<file path="config.mk">
export PLATFORM = sky130hd
export DESIGN_NAME = bit_index_serializer
export DESIGN_NICKNAME = d
export VERILOG_FILES = /design/src/rtl/bit_index_serializer.sv
export SDC_FILE = /design/constraint.sdc
export NUM_CORES = 1
export LEC_CHECK = 0
export CAP_MARGIN = 20
export CORE_MARGIN = 3
export CORE_UTILIZATION = 50
export DETAILED_ROUTE_END_ITERATION = 12
export GPL_ROUTABILITY_DRIVEN = 1
export PLACE_DENSITY = 0.73
export REMOVE_ABC_BUFFERS = 1
export SKIP_LAST_GASP = 1
export SLEW_MARGIN = 15
export SYNTH_ARGS = -nofsm -noshare
export SYNTH_HDL_FRONTEND = slang
export SYNTH_SLANG_ARGS = --single-unit
</file>
<file path="constraint.sdc">
create_clock -name clk_i -period 4.43 [get_ports clk_i]
set_input_delay 1.329 -clock clk_i [delete_from_list [all_inputs] [get_ports clk_i]]
set_output_delay 1.329 -clock clk_i [all_outputs]
set_load 0.005 [all_outputs]
</file>
<file path="src/rtl/bit_index_serializer.sv">
// Accepts one word at a time and streams out the index of every set bit, LSB first,
// one beat per handshake, tagged with the word's popcount and an all-zero flag.
module bit_index_serializer #(
    parameter int WIDTH = 16
) (
    input  logic                       clk_i,
    input  logic                       arst_n_i,
    input  logic [WIDTH-1:0]           data_i,
    input  logic                       data_val_i,
    output logic                       data_ready_o,
    output logic [$clog2(WIDTH)-1:0]   idx_o,
    output logic                       idx_val_o,
    input  logic                       idx_ready_i,
    output logic                       idx_last_o,
    output logic                       idx_empty_o,
    output logic [$clog2(WIDTH):0]     count_o
);

    localparam int IW = $clog2(WIDTH);
    localparam int CW = IW + 1;

    typedef enum logic {
        IDLE,
        EMIT
    } state_t;

    state_t            state_q;
    logic [WIDTH-1:0]  mask_q;
    logic [WIDTH-1:0]  mask_clr;
    logic              data_ready_q;
    logic              idx_val_q;
    logic [IW-1:0]     idx_q;
    logic              last_q;
    logic              empty_q;
    logic [CW-1:0]     count_q;

    function automatic logic [IW-1:0] lowest_idx(input logic [WIDTH-1:0] m);
        lowest_idx = '0;
        for (int i = WIDTH - 1; i >= 0; i--) begin
            if (m[i]) lowest_idx = IW'(i);
        end
    endfunction

    function automatic logic [CW-1:0] popcount(input logic [WIDTH-1:0] m);
        popcount = '0;
        for (int i = 0; i < WIDTH; i++) begin
            popcount = popcount + CW'(m[i]);
        end
    endfunction

    function automatic logic single_bit(input logic [WIDTH-1:0] m);
        single_bit = (m != '0) && ((m & (m - WIDTH'(1))) == '0);
    endfunction

    // Remaining mask with its lowest set bit removed
    assign mask_clr = mask_q & (mask_q - WIDTH'(1));

    always_ff @(posedge clk_i or negedge arst_n_i) begin
        if (!arst_n_i) begin
            state_q      <= IDLE;
            mask_q       <= '0;
            data_ready_q <= 1'b0;
            idx_val_q    <= 1'b0;
            idx_q        <= '0;
            last_q       <= 1'b0;
            empty_q      <= 1'b0;
            count_q      <= '0;
        end else begin
            case (state_q)
                IDLE: begin
                    data_ready_q <= 1'b1;
                    if (data_val_i && data_ready_q) begin
                        state_q      <= EMIT;
                        data_ready_q <= 1'b0;
                        idx_val_q    <= 1'b1;
                        mask_q       <= data_i;
                        count_q      <= popcount(data_i);
                        empty_q      <= (data_i == '0);
                        idx_q        <= lowest_idx(data_i);
                        last_q       <= (data_i == '0) || single_bit(data_i);
                    end
                end
                EMIT: begin
                    if (idx_ready_i) begin
                        if (last_q) begin
                            state_q      <= IDLE;
                            data_ready_q <= 1'b1;
                            idx_val_q    <= 1'b0;
                            mask_q       <= '0;
                            last_q       <= 1'b0;
                            empty_q      <= 1'b0;
                        end else begin
                            mask_q <= mask_clr;
                            idx_q  <= lowest_idx(mask_clr);
                            last_q <= single_bit(mask_clr);
                        end
                    end
                end
                default: begin
                    state_q      <= IDLE;
                    data_ready_q <= 1'b0;
                    idx_val_q    <= 1'b0;
                end
            endcase
        end
    end

    assign data_ready_o = data_ready_q;
    assign idx_val_o    = idx_val_q;
    assign idx_o        = idx_q;
    assign idx_last_o   = last_q;
    assign idx_empty_o  = empty_q;
    assign count_o      = count_q;

endmodule

</file>
# After elaboration in Yosys (flattened, before gate mapping)
# Index checks and enable logic that the tools add are counted.
[classes]
addsub = 18
eq_ne = 4
n_mux = 58
bitwise_logic = 4
n_reduce_logical = 14
[ops]
columns = ["cell", "n"]
rows = [
  ["$mux 4", 35],
  ["$add 5x1->5", 11],
  ["$and 16x16->16", 3],
  ["$logic_not 16->1", 3],
  ["$mux 16", 3],
  ["$sub 16x1->16 const B", 3],
  ["$pmux 16 s2", 1],
  ["$reduce_bool 16->1", 2],
  ["$mux 1", 13],
  ["$pmux 1 s2", 5],
  ["$pmux 4 s2", 1],
  ["$ne 2x2->1 const B", 3],
  ["$reduce_and 2->1", 3],
  ["$reduce_and 3->1", 2],
  ["$add 4x1->5", 1],
  ["$add 3x1->4", 1],
  ["$add 2x1->3", 1],
  ["$logic_and 1x1->1", 3],
  ["$add 1x1->2", 1],
  ["$ne 2x1->1 const B", 1],
  ["$logic_or 1x1->1", 1],
  ["$not 1->1", 1],
]
[totals]
reg_bits = 30
in_bits = 20
output_inout_bits = 13
word_cells = 106

# Longest topological paths before layout
[logic_depth]
depth_word = 21
depth_mapped = 12
ltp_nobuf = 12

# Worst setup path before layout
# No wires, ideal clock.
[synth_path]
path_type = "input to register"
start = "input data_i[0]"
end = "register count_q[4], in the netlist count_o[4]"
setup_time_ps = 83
arrival_time_ps = 4206
required_time_ps = 4347
path_slack_ps = 141
path_stages = 12
n_path_buf = 0
cell_sequence = "fa_1 > inv_1 > fa_1 > fa_1 > fa_1 > inv_1 > ha_1 > inv_1 > fa_1 > nor2b_1 > o21ai_0 > o21ai_0"
[synth_between]
elab_chain_len = 15
[synth_lines]
columns = ["element", "line_no", "rtl"]
rows = [
  ["start, declared", "8", "input logic [WIDTH-1:0] data_i,"],
  ["$add 1x1->2", "47", "popcount = popcount + CW'(m[i]);"],
  ["$add 2x1->3", "47", ""],
  ["$add 3x1->4", "47", ""],
  ["$add 4x1->5", "47", ""],
  ["$add 5x1->5 (11 in series)", "47", ""],
  ["end signal, assigned", "77", "count_q <= popcount(data_i);"],
  ["end, declared", "35", "logic [CW-1:0] count_q;"],
]
# Every way passes these cells.
# A chain may end at the register's enable or synchronous reset.

# Final worst setup path
[layout_path]
start = "input data_i[0]"
end = "register count_q[1], in the netlist count_o[1]"
# Same word-level chain as after synthesis.

==> summary.txt <==
Run status
  – Outcome: finished clean

CTS
  – CTS Buffer Depth: 2
  – CTS clk-pin slew, worst paths: ~70 ps
  – # hold bufs at CTS: 0
  – Root buffer cell: clkbuf_8
  – Depth of the CTS H-tree: 2
  – Clock tree from TritonCTS: built
  – Post-CTS Setup Repair Bufs: 0
  – Clock latency on the worst-skew pair: about 290 ps
  – Clock sinks: 30
  – Total CTS buffers: 5

Yosys
  – Largest family of logic cells by synthesized area: compound AO/OA/AOI/OAI gates
  – Netlist cell types: 53
  – Synth Area in Compound Gates: a little under a third
  – Register area share after synthesis: between 20% and 30%
  – Synthesized area per cell: roughly 8 µm²
  – Asr flop ratio synth: between 90% and 100%
  – Cell Area, Synth: 2760 µm²
  – Yosys reg bits: 30
  – Number of warnings issued by yosys: 0
  – XOR/XNOR Fraction of Synth Area: less than 1%
  – Post-Synth Adder-Cell Area: 11.9%
  – Simple-Gate Fraction of Synth Area: a little over a fifth
  – Multiplexer share of the synthesized area: less than 1%
  – Ys flop type: dfrtp_1
  – Cells after synthesis: ~350
  – EDFF count, synth: 0

Floorplanning
  – Site row count: 26
  – Die H: about 80 µm
  – Core Footprint: about 5200 µm²
  – Io pins: 33
  – Die area: ~6400 µm²
  – Chip Width: 80.3 µm
  – Initial Util: between 50% and 60%

STA
  – Fin Clk Skew: a little under 8 ps
  – Fmax: ~0.23 GHz
  – RSZ-0062 raised after global routing: yes
  – Setup TNS: 0 ps
  – Slew Limit Fails: 0
  – Tcrit/Tclk final: 97.1%
  – Crit path time final: roughly 4300 ps
  – Final setup violation count: 0
  – Max transition margin: 46.6%
  – Final hold viol count: 0
  – Worst slew pin tran: approximately 800 ps
  – Final hold slack: 486 ps

Power
  – Comb pwr share: roughly 60%
  – P_leak: 1.38 nW
  – Clock share of power: around a tenth
  – Power density over cell area: between 600 and 700 nW/µm²
  – Worst vdd ir: ~0.35 mV
  – Share of power burned in registers: roughly 29%
  – Sw power: approximately 1.1 mW
  – Switching Share: between 40% and 50%
  – Internal: approximately 1.1 mW

Setup path
  – Crit-path slowest cell: fa_1
  – Setup slack, reg-to-reg: about 1500 ps
  – Worst Setup SP: data_i[0]
  – Worst setup path endpoint: count_o[1]
  – Most frequent CP cell: fa_1
  – Req. time, crit path: 4580 ps
  – Critical Path, Cell by Cell: dlygate4sd2_1 -> fa_1 -> inv_1 -> fa_1 -> fa_1 -> fa_1 -> inv_1 -> ha_2 -> inv_1 -> fa_2 -> o21ai_0
  – Delay of the slowest critical-path stage: between 500 and 600 ps
  – Critical R2R Capture: idx_o[1]
  – Worst-path fanout max: 2
  – WP data arrival: around 4500 ps
  – Setup CP Type: input pin to flop
  – CP endpoint kind: flop
  – Worst R2R Start: mask_q[7]
  – Startpoint Class: input pin
  – Reg2reg path depth: 7

Placement
  – Number of port buffers: 32
  – Placement Cell Area: about 3200 µm²
  – DPL Wire Length: 5570 µm
  – RD Place Congestion: between 0.8 and 0.9

Layout
  – Filler Cell Count: 466
  – Share of post-route cells with drive strength above 1: between 10% and 20%
  – Layout area overhead: 19.2%
  – NumNets Final: ~420
  – Diode count: 0
  – Post-route cell area: roughly 3300 µm²

GRT
  – Largest net degree at the start of global routing: 31
  – Vias in the first global route: approximately 2600
  – GR Util All Layers: between 20% and 30%
  – Antenna violations before repair: 0
  – First-pass GRT wire length: approximately 12000 µm
  – Overflow after GRT: 0

Drt
  – Pre-antenna DRT Iters: 4
  – Vias: approximately 2800
  – DRT iter0 DRCs: 270
  – Post-DR vias/cell: roughly 6.1
  – Final wirelength: between 7000 and 8000 µm
  – Detailed-route DRC error count: 0
  – Post-DR wirelength/cell: around 16 µm
  – Detail Route Antenna Nets: 0

Worst hold path
  – Hold crit path type: flop to flop

Flow run
  – Max-Cap Viols: 0
## layout by cell type (no fill, tap or decap), drive strengths merged, types with 5 or more instances in the layout
cell	count
o21ai	45
nand2	40
dfrtp	30
a21oi	26
inv	26
clkdlybuf4s50	23
nor2	21
buf	20
nor3	15
fa	10
nor2b	9
dlygate4sd2	9
nor4	9
o31ai	8
ha	7
o22ai	6
clkbuf	6
a22o	5
o211ai	5
## metrics by stage
| step | setup slack [ps] | std cells | utilization [%] | total power, mW |
|---|---|---|---|---|
| floorplan | 140 | 326 | - | 1.52 |
| global placement | -445 | 448 | 61.0 | 1.94 |
| detailed placement | -555 | 448 | 61.0 | 1.97 |
| CTS | 80.0 | 456 | 62.7 | 2.21 |
| global route | -2.45 | 456 | 62.8 | 2.43 |
| finish | 128 | 456 | 62.8 | 2.23 |
## worst min path at each step
stage | to | slack, ps | from | cells past startpoint
after floorplan | count_o[0] | 470 | count_o[0] | 2
after global placement | count_o[0] | 470 | count_o[0] | 2
after detailed placement | count_o[0] | 480 | count_o[0] | 2
after CTS | count_o[0] | 490 | count_o[0] | 2
after global routing | count_o[0] | 520 | count_o[0] | 2
final | count_o[0] | 490 | count_o[0] | 2
## routing by layer
layer	track usage (%)	part of all wire [%]	wire, µm
met5	0	0	0
met1	32.6	44	3270
met2	39.5	48	3590
met3	3.59	6.0	441
met4	8.28	1.6	116
## cell families after synthesis
kind of cell,after synthesis
AOI/OAI and AO/OA,128
and+or+nand+nor,117
buffers and inverters,52
DFF,30
adders and majority gates,21
xor gates and xnor gates,3
muxes,1
## final cells by class
type                            instances  area, µm²  share of cell area [%]
Clock buffer                            6       82.6                    2.51
Clock inverter                          2       12.5                   0.381
Inverter                               26       97.6                    2.97
Tap cell                               70       87.6                    2.66
Timing Repair Buffer                   52        459                    14.0
Multi-Input combinational cell        270       1800                    54.7
Sequential cell                        30        751                    22.8
## power groups by stage
| stage | clock [mW] | combinational [mW] | sequential [mW] |
|---|---|---|---|
| after detailed placement | 0 | 1.32 | 0.645 |
| after global routing | 0.246 | 1.51 | 0.675 |
| final | 0.234 | 1.34 | 0.649 |
| after floorplan | 0 | 0.935 | 0.584 |
| after global placement | 0 | 1.30 | 0.638 |
| after CTS | 0.236 | 1.33 | 0.641 |
## synthesized netlist by cell type, types with 5 or more instances
master	number	area [µm²]
o21ai_0	45	225
nand2_1	39	146
dfrtp_1	30	751
a21oi_1	26	130
inv_1	26	97.6
nor2_1	21	78.8
clkbuf_1	19	71.3
nor3_1	15	75.1
fa_1	10	200
nor2b_1	9	56.3
nor4_1	8	50.1
ha_1	7	87.6
o31ai_1	7	52.6
o22ai_1	6	37.5
a22o_1	5	43.8
o211ai_1	5	37.5
## registers in the layout (all words and copies together), names as in the netlist
signal        count
count_o           5
state_q           1
idx_val_o         1
idx_empty_o       1
mask_q           16
data_ready_o      1
idx_last_o        1
idx_o             4
## what timing repair did
action | 4_1_cts | 5_1_grt
pin swaps | 6 | 5
resized for setup | 15 | 4
endpoints found under the setup margin | 4 | 3
hold endpoints to repair | 0 | 0
gates cloned | 0 | 0
## critical path: cells and delay by family
kind                       cells  cell delay [ps]
AOI/OAI and AO/OA              1               80
adders and majority gates      6             2590
buffers and inverters          4              440
(Power assumes the default switching activity.)
==> RTL edit, RTL diff (config.mk and constraints unchanged) <==
Make the reset (`arst_n_i`) synchronous in one clocked block.
--- a/src/rtl/bit_index_serializer.sv
+++ b/src/rtl/bit_index_serializer.sv
@@ -55,7 +55,7 @@
     // Remaining mask with its lowest set bit removed
     assign mask_clr = mask_q & (mask_q - WIDTH'(1));
 
-    always_ff @(posedge clk_i or negedge arst_n_i) begin
+    always_ff @(posedge clk_i) begin
         if (!arst_n_i) begin
             state_q      <= IDLE;
             mask_q       <= '0;
Function: differs if arst_n_i is asserted again (counterexample within 4 cycles, from zero or initial values and one cycle with arst_n_i low); with arst_n_i held inactive, the same outputs for 4 cycles.
==> RTL edit against the unedited design <==
  * Sequential cell count unchanged
  * Register-to-register slack got worse by 0.11 ns
  * Worst setup slack got worse by 0.033 ns
  * Count of clock-buffer cells in the layout decreased by 1
  * Cell area increased by 2.5%
  * Global-route usage increased by 1.7 points
  * Clock skew about the same
  * Maximum frequency decreased by 0.76%
  * Critical path depth increased by 1
  * Via count increased by 6.2%
  * Synthesized area increased by 3.0%
  * Worst hold slack got worse by 0.034 ns
  * Routed wire length increased by 7.5%
Power is not compared: it rests on default switching activity, and its combinational part moved more than twofold at a synthesized area within 25%.
==> RTL edit: results (changes against the unedited design) <==
==============================================================================
Worst-case clock buffer depth ...................................            2   unchanged
Clock transition at the registers of the reported paths .........      0.07 ns   about the same
Most area-consuming cells after synthesis ....................... dfxtp_1, fa_1, o21ai_0, nand2_1, a21oi_1
HPWL after DPL ..................................................      5980 µm   +7.4%
Synth Instances .................................................          378   +7.4%
Clock latency reported for the late side of the worst-skew pair .      0.29 ns   about the same
Area post-placement .............................................     3280 µm²   +2.7%
Sequential share of the synthesized area ........................        21.1%   -6.1 points
Worst endpoint data arrival time ................................      4.52 ns   +0.07 ns
Routed WL .......................................................      7970 µm   +7.5%
Run status ...................................................... complete, no violations
Wire length of the first global-routing pass ....................     13400 µm   +10%
Net total in the final layout ...................................          445   +5.5%
Vias in the first global route ..................................         2787   +7.4%
Fraction of layout cells with a size suffix above 1 .............        13.7%   +2.6 points
Clk_skew ........................................................   0.00750 ns   -0.000427 ns
Maximum number of pins on one net before global-route repair ....           32   +3.2%
Number of CTS-inserted buffers ..................................            5   unchanged
Slew at the pin closest to its max-slew limit ...................     0.847 ns   +0.0463 ns
Fraction of registers with async set/reset ......................           0%   -100 points
Drt via density .................................................         6.22   +1.1%
Slew Viols, Final ...............................................            0   unchanged
Placed Cells ....................................................          471   +5.1%
Global-route usage over all layers ..............................        25.9%   +1.7 points
Total iterations of the first detailed-routing run ..............            5   +1
Flip-flop count of the largest register after layout ............           16   unchanged
Cell types with the highest counts after synthesis .............. nand2_1, o21ai_0, dfxtp_1
Worst setup slack before clock tree synthesis ...................    -0.576 ns   -0.0219 ns
Iteration-0 DRC Markers .........................................          284   +5.2%
Total via count in the routed design ............................         2978   +6.2%
Largest reg by FF count .........................................       mask_q
Routability-driven placement congestion ratio ...................        0.913   +3.9%
Cell at the root of the clock tree ..............................     clkbuf_8
Count of cell types in the netlist ..............................           66   +25%
==============================================================================
-- RTL edit: path summary, 6_finish.rpt --
| path | start | endpoint | slack (ns) | cells after the start |
|---|---|---|---|---|
| max | data_i[7] | count_o[1]$_SDFFE_PN0P_ | 0.09 | 12 |
| max reg2reg | mask_q[2]$_SDFFE_PN0P_ | idx_last_o$_SDFFE_PN0P_ | 1.42 | 7 |
| min | count_o[4]$_SDFFE_PN0P_ | count_o[4]$_SDFFE_PN0P_ | 0.45 | 2 |
| min reg2reg | count_o[4]$_SDFFE_PN0P_ | count_o[4]$_SDFFE_PN0P_ | 0.45 | 2 |
-- RTL edit: worst max-delay path, stage by stage --
cell and delay [ns]:
clkdlybuf4s15_1 0.20, inv_2 0.05, fa_1 0.51, fa_1 0.45, fa_1 0.53, fa_1 0.42, inv_1 0.08, ha_2 0.17
inv_1 0.05, fa_2 0.51, nand2_1 0.06, o211a_1 0.16
-- RTL edit: final cells by class --
| type | instances | area, µm² |
|---|---|---|
| clock buffers | 5 | 68.8 |
| multi-input cells | 294 | 2040 |
| flip-flops and latches | 30 | 601 |
| repair buffers | 52 | 442 |
| inverters | 25 | 93.8 |
| well taps | 70 | 87.6 |
| fillers | 493 | 1930 |
| clock inverters | 3 | 40.0 |
-- RTL edit: power breakdown --
| group | leakage [nW] | internal, mW | switching, mW |
|---|---|---|---|
| Clock | 0.0579 | 0.165 | 0.115 |
| Combinational | 1.02 | 0.226 | 0.245 |
| Sequential | 0.245 | 0.291 | 0.0377 |
-- RTL edit: cell families (layout without fill, tap and decap cells) --
| kind of cell | Yosys count | after routing | synth area share, % |
|---|---|---|---|
| AND/OR/NAND/NOR | 134 | 134 | 25.4 |
| adder cells (fa/ha/maj) | 24 | 24 | 12.7 |
| flip-flops | 30 | 30 | 21.1 |
| AO/OA/AOI/OAI | 132 | 132 | 32.0 |
| buffers and inverters | 54 | 85 | 7.48 |
| XOR/XNOR | 2 | 2 | 0.616 |
| multiplexers | 2 | 2 | 0.704 |
-- RTL edit: what timing repair did --
action | CTS | global route
pin swaps | 9 | 7
resized for setup | 24 | 10
setup endpoints to repair | 4 | 4
-- RTL edit: routing by layer --
layer / wire, µm / global-route usage (%)
met1: 3740 / 36.3
met2: 3690 / 41.6
met3: 494 / 3.88
met4: 53 / 5.74
met5: 0 / 0
